File: src/rtl/tube_pkg.sv
// Shared definitions for the Tube register 3 block-transfer sequencer:
// transfer type codes, the sequencer state encoding and small decode helpers.
package tube_pkg;

    // Transfer type codes as presented on cmd_type
    localparam logic [1:0] XFER_P2H_1 = 2'd0;  // parasite to host, single byte mode
    localparam logic [1:0] XFER_H2P_1 = 2'd1;  // host to parasite, single byte mode
    localparam logic [1:0] XFER_P2H_2 = 2'd2;  // parasite to host, byte pairs
    localparam logic [1:0] XFER_H2P_2 = 2'd3;  // host to parasite, byte pairs

    // Sequencer states
    typedef enum logic [2:0] {
        ST_IDLE   = 3'd0,
        ST_CHK    = 3'd1,
        ST_FRD    = 3'd2,
        ST_MWR    = 3'd3,
        ST_MRD    = 3'd4,
        ST_FWR    = 3'd5,
        ST_SETTLE = 3'd6,
        ST_FIN    = 3'd7
    } xfer_state_e;

    // Pair transfers use two-byte FIFO mode
    function automatic logic is_pair(input logic [1:0] xfer_type);
        return xfer_type[1];
    endfunction

    // Host-to-parasite transfers read the register 3 FIFO
    function automatic logic is_h2p(input logic [1:0] xfer_type);
        return xfer_type[0];
    endfunction

endpackage

File: src/rtl/tube_xfer_cnt.sv
// Address incrementer and remaining-byte down-counter for the register 3
// transfer sequencer. Loaded at command accept, stepped once per byte moved.
module tube_xfer_cnt #(
    parameter int ADDR_W = 16,
    parameter int CNT_W  = 16
) (
    input  logic              clk,
    input  logic              rst,
    input  logic              load,
    input  logic [ADDR_W-1:0] load_addr,
    input  logic [CNT_W-1:0]  load_count,
    input  logic              step,
    output logic [ADDR_W-1:0] addr,
    output logic [CNT_W-1:0]  remaining,
    output logic              last
);

    logic [ADDR_W-1:0] addr_r;
    logic [CNT_W-1:0]  remaining_r;

    // Address and count registers: load wins over step; address wraps naturally
    always_ff @(posedge clk or posedge rst) begin
        if (rst) begin
            addr_r      <= {ADDR_W{1'b0}};
            remaining_r <= {CNT_W{1'b0}};
        end else if (load) begin
            addr_r      <= load_addr;
            remaining_r <= load_count;
        end else if (step && (remaining_r != {CNT_W{1'b0}})) begin
            addr_r      <= addr_r + ADDR_W'(1);
            remaining_r <= remaining_r - CNT_W'(1);
        end else begin
            addr_r      <= addr_r;
            remaining_r <= remaining_r;
        end
    end

    assign addr      = addr_r;
    assign remaining = remaining_r;
    // The byte currently being moved is the final one
    assign last      = (remaining_r == CNT_W'(1));

endmodule

File: src/rtl/tube_r3_xfer_ctrl.sv
// Parasite-side sequencer for Tube register 3 block transfers. Moves a
// counted block of bytes between the register 3 FIFO pair and parasite
// memory through a req/ack memory port, in single-byte or byte-pair mode.
module tube_r3_xfer_ctrl
    import tube_pkg::*;
#(
    parameter int ADDR_W = 16,
    parameter int CNT_W  = 16
) (
    input  logic              p_phi2,
    input  logic              p_rst,
    input  logic              cmd_valid,
    output logic              cmd_ready,
    input  logic [1:0]        cmd_type,
    input  logic [ADDR_W-1:0] cmd_addr,
    input  logic [CNT_W-1:0]  cmd_count,
    input  logic              abort,
    output logic              r3_sel,
    output logic              r3_rdnw,
    output logic [7:0]        r3_wdata,
    input  logic [7:0]        r3_rdata,
    input  logic              r3_data_available,
    input  logic              r3_two_bytes_available,
    input  logic              r3_not_full,
    output logic              one_byte_mode,
    output logic              mem_req,
    output logic              mem_we,
    output logic [ADDR_W-1:0] mem_addr,
    output logic [7:0]        mem_wdata,
    input  logic [7:0]        mem_rdata,
    input  logic              mem_ack,
    output logic              busy,
    output logic              done,
    output logic              err,
    output logic [CNT_W-1:0]  remaining
);

    xfer_state_e       state_r;
    xfer_state_e       state_nxt_s;

    logic [1:0]        type_r;         // latched transfer type
    logic              second_r;       // current byte is the second of a pair
    logic [7:0]        data_r;         // byte in flight between FIFO and memory
    logic              abort_r;        // abort seen while a memory access is open
    logic              obm_r;          // one_byte_mode register
    logic              done_r;
    logic              err_r;

    logic              accept_s;
    logic              cmd_zero_s;
    logic              cmd_bad_s;
    logic              load_s;
    logic              start_s;
    logic              step_s;
    logic              status_ok_s;
    logic              abort_seen_s;
    logic              pair_s;
    logic              h2p_s;
    logic [ADDR_W-1:0] addr_s;
    logic [CNT_W-1:0]  rem_s;
    logic              last_s;

    // Command handshake decode
    assign accept_s   = cmd_valid && (state_r == ST_IDLE);
    assign cmd_zero_s = (cmd_count == {CNT_W{1'b0}});
    assign cmd_bad_s  = is_pair(cmd_type) && cmd_count[0];
    assign load_s     = accept_s && !cmd_bad_s;
    assign start_s    = load_s && !cmd_zero_s;

    assign pair_s       = is_pair(type_r);
    assign h2p_s        = is_h2p(type_r);
    assign abort_seen_s = abort_r || abort;

    // A byte is retired when its memory write acks (H->P) or its FIFO write strobes (P->H)
    assign step_s = ((state_r == ST_MWR) && mem_ack) || (state_r == ST_FWR);

    // FIFO status gate sampled in CHK; only first bytes of pairs reach CHK in pair mode
    always_comb begin
        status_ok_s = 1'b0;
        if (h2p_s) begin
            if (pair_s) begin
                status_ok_s = r3_two_bytes_available;
            end else begin
                status_ok_s = r3_data_available;
            end
        end else begin
            status_ok_s = r3_not_full;
        end
    end

    tube_xfer_cnt #(
        .ADDR_W (ADDR_W),
        .CNT_W  (CNT_W)
    ) u_cnt (
        .clk        (p_phi2),
        .rst        (p_rst),
        .load       (load_s),
        .load_addr  (cmd_addr),
        .load_count (cmd_count),
        .step       (step_s),
        .addr       (addr_s),
        .remaining  (rem_s),
        .last       (last_s)
    );

    // State register
    always_ff @(posedge p_phi2 or posedge p_rst) begin
        if (p_rst) begin
            state_r <= ST_IDLE;
        end else begin
            state_r <= state_nxt_s;
        end
    end

    // Next-state logic
    always_comb begin
        state_nxt_s = state_r;
        case (state_r)
            ST_IDLE: begin
                if (start_s) begin
                    state_nxt_s = is_h2p(cmd_type) ? ST_CHK : ST_MRD;
                end else begin
                    state_nxt_s = ST_IDLE;
                end
            end
            ST_CHK: begin
                if (abort) begin
                    state_nxt_s = ST_FIN;
                end else if (status_ok_s) begin
                    state_nxt_s = h2p_s ? ST_FRD : ST_FWR;
                end else begin
                    state_nxt_s = ST_CHK;
                end
            end
            ST_FRD: begin
                if (abort) begin
                    state_nxt_s = ST_FIN;
                end else begin
                    state_nxt_s = ST_MWR;
                end
            end
            ST_MWR: begin
                if (!mem_ack) begin
                    state_nxt_s = ST_MWR;
                end else if (abort_seen_s || last_s) begin
                    state_nxt_s = ST_FIN;
                end else if (pair_s && !second_r) begin
                    state_nxt_s = ST_FRD;
                end else begin
                    state_nxt_s = ST_SETTLE;
                end
            end
            ST_MRD: begin
                if (!mem_ack) begin
                    state_nxt_s = ST_MRD;
                end else if (abort_seen_s) begin
                    state_nxt_s = ST_FIN;
                end else if (second_r) begin
                    state_nxt_s = ST_FWR;
                end else begin
                    state_nxt_s = ST_CHK;
                end
            end
            ST_FWR: begin
                if (abort || last_s) begin
                    state_nxt_s = ST_FIN;
                end else if (pair_s && !second_r) begin
                    state_nxt_s = ST_MRD;
                end else begin
                    state_nxt_s = ST_SETTLE;
                end
            end
            ST_SETTLE: begin
                if (abort) begin
                    state_nxt_s = ST_FIN;
                end else begin
                    state_nxt_s = h2p_s ? ST_CHK : ST_MRD;
                end
            end
            ST_FIN: begin
                state_nxt_s = ST_IDLE;
            end
            default: begin
                state_nxt_s = ST_IDLE;
            end
        endcase
    end

    // Strobe and request decode from the registered state
    always_comb begin
        r3_sel  = 1'b0;
        r3_rdnw = 1'b0;
        mem_req = 1'b0;
        mem_we  = 1'b0;
        case (state_r)
            ST_FRD: begin
                r3_sel  = 1'b1;
                r3_rdnw = 1'b1;
            end
            ST_FWR: begin
                r3_sel  = 1'b1;
                r3_rdnw = 1'b0;
            end
            ST_MWR: begin
                mem_req = 1'b1;
                mem_we  = 1'b1;
            end
            ST_MRD: begin
                mem_req = 1'b1;
                mem_we  = 1'b0;
            end
            default: begin
                r3_sel  = 1'b0;
                r3_rdnw = 1'b0;
                mem_req = 1'b0;
                mem_we  = 1'b0;
            end
        endcase
    end

    // Command latch, data capture, pair phase, abort latch and status pulses
    always_ff @(posedge p_phi2 or posedge p_rst) begin
        if (p_rst) begin
            type_r   <= XFER_P2H_1;
            second_r <= 1'b0;
            data_r   <= 8'h00;
            abort_r  <= 1'b0;
            obm_r    <= 1'b1;
            done_r   <= 1'b0;
            err_r    <= 1'b0;
        end else begin
            done_r <= (state_r == ST_FIN) || (accept_s && !cmd_bad_s && cmd_zero_s);
            err_r  <= accept_s && cmd_bad_s;

            if (load_s) begin
                type_r <= cmd_type;
                obm_r  <= !cmd_type[1];
            end

            if (state_r == ST_FRD) begin
                data_r <= r3_rdata;
            end else if ((state_r == ST_MRD) && mem_ack) begin
                data_r <= mem_rdata;
            end

            // mem_req is never withdrawn early, so abort is remembered until the ack
            if ((state_r == ST_MWR) || (state_r == ST_MRD)) begin
                abort_r <= abort_r || abort;
            end else begin
                abort_r <= 1'b0;
            end

            if (start_s) begin
                second_r <= 1'b0;
            end else if (step_s && pair_s) begin
                second_r <= !second_r;
            end
        end
    end

    assign cmd_ready     = (state_r == ST_IDLE) && !p_rst;
    assign busy          = (state_r != ST_IDLE);
    assign done          = done_r;
    assign err           = err_r;
    assign one_byte_mode = obm_r;
    assign remaining     = rem_s;
    assign mem_addr      = addr_s;
    assign mem_wdata     = data_r;
    assign r3_wdata      = data_r;

endmodule

File: config.mk
export PLATFORM = sky130hd
export DESIGN_NAME = tube_r3_xfer_ctrl
export DESIGN_NICKNAME = d
export VERILOG_FILES = /design/src/rtl/tube_pkg.sv /design/src/rtl/tube_xfer_cnt.sv /design/src/rtl/tube_r3_xfer_ctrl.sv
export SDC_FILE = /design/constraint.sdc
export NUM_CORES = 1
export LEC_CHECK = 0
export CORE_MARGIN = 2
export CORE_UTILIZATION = 45
export CTS_CLUSTER_SIZE = 10
export DETAILED_ROUTE_END_ITERATION = 8
export GPL_TIMING_DRIVEN = 1
export PLACE_DENSITY = 0.83
export SYNTH_ARGS = -nofsm -noshare
export SYNTH_HDL_FRONTEND = slang
export SYNTH_SLANG_ARGS = --single-unit
export TNS_END_PERCENT = 100
File: constraint.sdc
create_clock -name p_phi2 -period 2.7 [get_ports p_phi2]
set_clock_uncertainty 0.05 [all_clocks]
set_input_delay 0.405 -clock p_phi2 [delete_from_list [all_inputs] [get_ports p_phi2]]
set_output_delay 0.405 -clock p_phi2 [all_outputs]
set_load 0.01 [all_outputs]
== Yosys cells after proc, flatten, opt, wreduce, memory -nomap -nowiden ==
Cells that the tools add are included.

* $add $sub $neg: 2
* Multipliers: 0
* Div/mod/pow operators: 0
* Order comparisons: 0
* Eq/ne operators: 8
* Shift operators: 0
* Multiplexer cells: 32
* Bitwise operators: 0
* Reductions and logical operators: 32

{| class="wikitable"
|+ Operator list
! cell !! number
|-
| $mux W16 || 4
|-
| $mux W3 || 14
|-
| $pmux W3 S8 || 1
|-
| $add A16 B1 Y16 const B || 1
|-
| $eq A16 B1 Y1 const B || 1
|-
| $logic_not A16 Y1 || 1
|-
| $mux W8 || 2
|-
| $reduce_bool A16 Y1 || 1
|-
| $sub A16 B1 Y16 const B || 1
|-
| $eq A3 B3 Y1 const B || 4
|-
| $logic_and A1 B1 Y1 || 12
|-
| $mux W1 || 9
|-
| $eq A3 B2 Y1 const B || 2
|-
| $logic_or A1 B1 Y1 || 6
|-
| $reduce_bool A2 Y1 || 3
|-
| $logic_not A1 Y1 || 5
|-
| $mux W2 || 2
|-
| $reduce_or A2 Y1 || 2
|-
| $eq A3 B1 Y1 const B || 1
|-
| $logic_not A3 Y1 || 1
|-
| $reduce_bool A3 Y1 || 1
|}

* Flip-flop bits (word level): 50
* Bits in latches: 0
* RAM bits: 0
* ROM bits: 0
* Output and inout bits: 57
* Memories kept: 0

== Depth between registers and ports, before layout ==
Gate-level depths: netlist of run 1.

* Depth in word-level cells: 6
* Depth in mapped cells: 8
* Gate-level depth less buffers: 7

== Hierarchy ==
Synthesis of run 1 repeated with hierarchy kept, for this count alone.

* Cells, all modules: 367
* Area total of the unflattened synthesis: 3219.3 um^2

{| class="wikitable"
|+ By module, submodules not included
! module !! instances !! cells each !! area an instance (um^2) !! seq. area each (um^2)
|-
| tube_xfer_cnt || 1 || 241 || 2049.5 || 800.8
|-
| tube_r3_xfer_ctrl || 1 || 126 || 1169.9 || 451.7
|}

== Least setup slack after synthesis of run 1 ==
OpenSTA, ideal clock, no wires.

* Path type: register to register
* From: register u_cnt.remaining_r[0], in the netlist u_cnt.remaining[0]
* To: register u_cnt.addr_r[9], in the netlist u_cnt.addr[9]
* Setup time: 0.120 ns
* Arrival time: 1.813 ns
* Data required time: 2.530 ns
* Slack: 0.717 ns
* Cell stages (with the launch flop): 9
* Path buffers: 1
* Period minus slack after synthesis: 1.983 ns
* Path through: dfrtp_1 inv_1 ha_1 nor4b_2 and4_1 buf_6 nor3_4 a311o_1 o211a_1

* Word-level cells in the longest chain between the ends: 3

{| class="wikitable"
|+ RTL lines
! element !! line !! RTL
|-
| from (decl) || tube_xfer_cnt.sv:19 || <nowiki>logic [CNT_W-1:0] remaining_r;</nowiki>
|-
| from (signal assigned) || tube_xfer_cnt.sv:25 || <nowiki>remaining_r <= {CNT_W{1'b0}};</nowiki>
|-
| from (signal assigned) || tube_xfer_cnt.sv:28 || <nowiki>remaining_r <= load_count;</nowiki>
|-
| from (signal assigned) || tube_xfer_cnt.sv:31 || <nowiki>remaining_r <= remaining_r - CNT_W'(1);</nowiki>
|-
| $reduce_bool A16 Y1 || tube_xfer_cnt.sv:29 || <nowiki>end else if (step && (remaining_r != {CNT_W{1'b0}})) begin</nowiki>
|-
| $logic_and A1 B1 Y1 || tube_xfer_cnt.sv:29 ||
|-
| $reduce_bool A2 Y1 (no source line) || - ||
|-
| to (signal assigned) || tube_xfer_cnt.sv:27 || <nowiki>addr_r <= load_addr;</nowiki>
|-
| to (signal assigned) || tube_xfer_cnt.sv:30 || <nowiki>addr_r <= addr_r + ADDR_W'(1);</nowiki>
|-
| to (signal assigned) || tube_xfer_cnt.sv:33 || <nowiki>addr_r <= addr_r;</nowiki>
|-
| to (decl) || tube_xfer_cnt.sv:18 || <nowiki>logic [ADDR_W-1:0] addr_r;</nowiki>
|}

No other way between the ends.
A chain may end at the register's enable or synchronous reset.

== Final worst setup path of run 1 ==
* From: register state_r[0]
* To: output port cmd_ready

* Word-level cells in the longest chain between the ends: 2

{| class="wikitable"
|+ RTL lines
! element !! line !! RTL
|-
| from (decl) || tube_r3_xfer_ctrl.sv:38 || <nowiki>xfer_state_e state_r;</nowiki>
|-
| from (signal assigned) || tube_r3_xfer_ctrl.sv:111 || <nowiki>state_r <= state_nxt_s;</nowiki>
|-
| $logic_not A3 Y1 || tube_r3_xfer_ctrl.sv:261 || <nowiki>assign cmd_ready = (state_r == ST_IDLE) && !p_rst;</nowiki>
|-
| $logic_and A1 B1 Y1 || tube_r3_xfer_ctrl.sv:261 ||
|-
| to (decl) || tube_r3_xfer_ctrl.sv:13 || <nowiki>output logic cmd_ready,</nowiki>
|}

No other way between the ends.

==> results of run 1 <==
==> cell type report <==
| class | instances | area [um2] | share of cell area [%] |
|---|---|---|---|
| clock buffers | 7 | 86.3 | 1.99 |
| clock inverters | 1 | 5.00 | 0.115 |
| inverters | 8 | 30.0 | 0.692 |
| multi-input cells | 255 | 1630 | 37.6 |
| flip-flops and latches | 50 | 1250 | 28.9 |
| well taps | 80 | 100 | 2.31 |
| repair buffers | 126 | 1230 | 28.4 |
==> logic make-up after synthesis <==
| family | count (synthesis) |
|---|---|
| flip-flops | 50 |
| buffers and inverters | 30 |
| multiplexers | 10 |
| AND/OR/NAND/NOR | 148 |
| AO/OA/AOI/OAI | 85 |
| adder cells (fa/ha/maj) | 4 |
| XOR/XNOR | 8 |
==> cell usage in the layout, fill, tap and decap left out, types with 7 or more instances in the layout <==
cell type / count
clkdlybuf4s50_1: 114
dfrtp_1: 49
nand2_1: 38
nor2_1: 33
a21oi_1: 19
o21ai_0: 15
nand3_1: 12
buf_4: 12
mux2i_1: 9
and2_1: 8
nor4_1: 8
and3_1: 7
a211oi_1: 7
inv_1: 7
==> worst reg2reg max path, stage by stage, from the launching register on <==
cell and delay [ps]:
dfrtp_1 430, inv_1 140, ha_1 170, nor4b_2 320
and4_1 540, nor2_2 190, a32o_1 280, a21o_1 150
==> final timing paths <==
path,end,start
max in group asynchronous,u_cnt.remaining[12],p_rst
min in group p_phi2,u_cnt.addr[15],u_cnt.addr[15]
max,cmd_ready,state_r[0]
min reg2reg,u_cnt.addr[15],u_cnt.addr[15]
max reg2reg,u_cnt.addr[15],u_cnt.remaining[0]
min,state_r[0],p_rst
==> power breakdown <==
part / switching (W) / internal [W] / total, W / leakage, nW
clock network: 0.000253 / 0.000208 / 0.000461 / 0.0482
logic: 0.00121 / 0.00138 / 0.00260 / 1.05
registers: 0.000524 / 0.00111 / 0.00163 / 0.597
total: 0.00199 / 0.00270 / 0.00469 / 1.70
==> routing by layer <==
metal | vias up | global-route usage, % | wire [um]
met4 | 0 | 8.24 | 148
met5 | - | 0 | 0
met2 | 143 | 41.8 | 4420
met3 | 11 | 5.52 | 704
met1 | 1482 | 30.5 | 3750
li1 | 1460 | - | -
==> sequential cells by signal, summed over array words and instances, names as in the netlist <==
register	cells
abort_r	1
done	1
err	1
mem_wdata	8
one_byte_mode	1
second_r	1
state_r	3
type_r	2
u_cnt.addr	16
u_cnt.remaining	16
==> through the flow <==
stage | setup slack [ps] | instances | hold slack [ps] | total power (W)
final | 222 | 527 | 467 | 0.00469
after global routing | 94.6 | 527 | 515 | 0.00504
after CTS | 86.8 | 527 | 491 | 0.00470
after detailed placement | 240 | 519 | 465 | 0.00422
after global placement | 327 | 519 | 442 | 0.00413
after floorplan | 717 | 335 | 437 | 0.00303
==> results.json, run 1 <==
{
  "start_kind": "flip-flop",
  "netlist.area_leader.share_pct": 40.2,
  "post-cts-setup-buffers": 0,
  "max-vdd-ir-drop_v": 0.000518,
  "muxShareOfSynthArea_pct": 3.32,
  "cts_hold_buf": 0,
  "ys_top_cells_by_area": "dfrtp_1, nand2_1, nor2_1",
  "power_density_mw_per_mm2": 1080,
  "synth-seq-area-share_pct": 41.0,
  "worstMarginPinSlew_ps": 610,
  "crit_type": "flip-flop to primary output",
  "antenna_found_initial": 0,
  "numPortBuffers": 114,
  "wl_um": 9030,
  "yosys.area.top_type": "dfrtp_1",
  "arrival_ps": 2020,
  "reg2reg_setup_slack_ps": 330,
  "yosys_warnings": 0,
  "via_per_inst": 5.87,
  "cts_resized": 0,
  "postSynthAreaPerCell_um2": 9.11,
  "fin_area_mm2": 0.00434,
  "fin_setup_tns_ps": 0,
  "min_period_over_period_pct": 91.8,
  "overflow": 0,
  "clk_latency_ps": 300,
  "fill_cells": 583,
  "initial_core_util_pct": 45.7,
  "final_util_pct": 64.9,
  "cts_sinks": 50,
  "final_max_slew_viol_count": 0,
  "worst_setup_path_end_kind": "primary output",
  "ios": 115,
  "synth-edff-count": 0,
  "drc_errors": 0,
  "die_h_um": 86.4,
  "reg2regPathDepth": 7,
  "wl_per_cell_um": 17.1,
  "drive_above_1_share_pct": 7.83,
  "hp-class": "primary input to asynchronous set/reset pin",
  "rsz0062_at_grt": "no",
  "cap_violations": 0,
  "cp_max_fo": 18,
  "synth-simple-area-share_pct": 26.7,
  "path_clk_slew_ps": 90,
  "worstPathCellList": "nor3_2 -> inv_1 -> nor2_1 -> clkdlybuf4s50_1",
  "grt_pass1_vias": 3017,
  "critPathMaxStageDelay_ps": 600,
  "grt_first_pass_wirelength_um": 14600,
  "grt_usage_pct": 24.5,
  "synth_xor_area_share_pct": 2.30,
  "antenna_left": 0,
  "drtIter0Drc": 178,
  "die_w_um": 86.4,
  "status": "finished, final reports clean",
  "yosysMostFrequentCell": "dfrtp_1",
  "slew_headroom_pct": 59.3,
  "synth.distinct_cells": 65,
  "leakagePower_nw": 1.70,
  "grt_max_degree": 31,
  "htree_levels": 2,
  "diodes": 0,
  "cts-root-buf": "clkbuf_8",
  "crit_buf_inv": 2,
  "crit_family": "buffers and inverters",
  "fmax_ghz": 0.404,
  "synth_adder_area_share_pct": 1.64,
  "synth_compound_area_share_pct": 19.3,
  "dp_hpwl_um": 7000,
  "core-area_mm2": 0.00668,
  "synth_area_mm2": 0.00305,
  "synthCells": 335,
  "syn_nets": 397,
  "gp_congestion": 0.903,
  "postPlaceCellArea_mm2": 0.00424,
  "synthArstFlopShare_pct": 100,
  "numCtsBuffers": 5,
  "min_period_ps": 2480,
  "row_count": 30,
  "ys_top_cells_by_count": "dfrtp_1, nand2_1, nor2_1",
  "vias": 3096,
  "drt_pass1_iterations": 4,
  "synth_top_family_by_area": "simple AND/OR/NAND/NOR gates",
  "tritoncts": "done",
  "setup_viol": 0,
  "cp_slowest_cell": "dfrtp_1",
  "clockBufferDepth": 2,
  "worstPathRequired_ps": 2250,
  "crit_cells": 4,
  "dieArea_mm2": 0.00746,
  "synth_seq_cells": 50,
  "synthFlopType": "dfrtp_1",
  "finalNetCount": 508,
  "area_growth_pct": 42.1,
  "final_hold_viol_count": 0
}
(Power assumes the default switching activity.)
==> run 2: changes to the inputs <==
--- a/config.mk
+++ b/config.mk
@@ -5,12 +5,14 @@
 export SDC_FILE = /design/constraint.sdc
 export NUM_CORES = 1
 export LEC_CHECK = 0
+export ABC_CLOCK_PERIOD_IN_PS = 2700
 export CORE_MARGIN = 2
 export CORE_UTILIZATION = 45
 export CTS_CLUSTER_SIZE = 10
 export DETAILED_ROUTE_END_ITERATION = 8
 export GPL_TIMING_DRIVEN = 1
 export PLACE_DENSITY = 0.83
+export SKIP_CTS_REPAIR_TIMING = 1
 export SYNTH_ARGS = -nofsm -noshare
 export SYNTH_HDL_FRONTEND = slang
 export SYNTH_SLANG_ARGS = --single-unit
==> results of run 2 <==
Same layout as run 1: the final DEF is identical, and so are final timing and power.
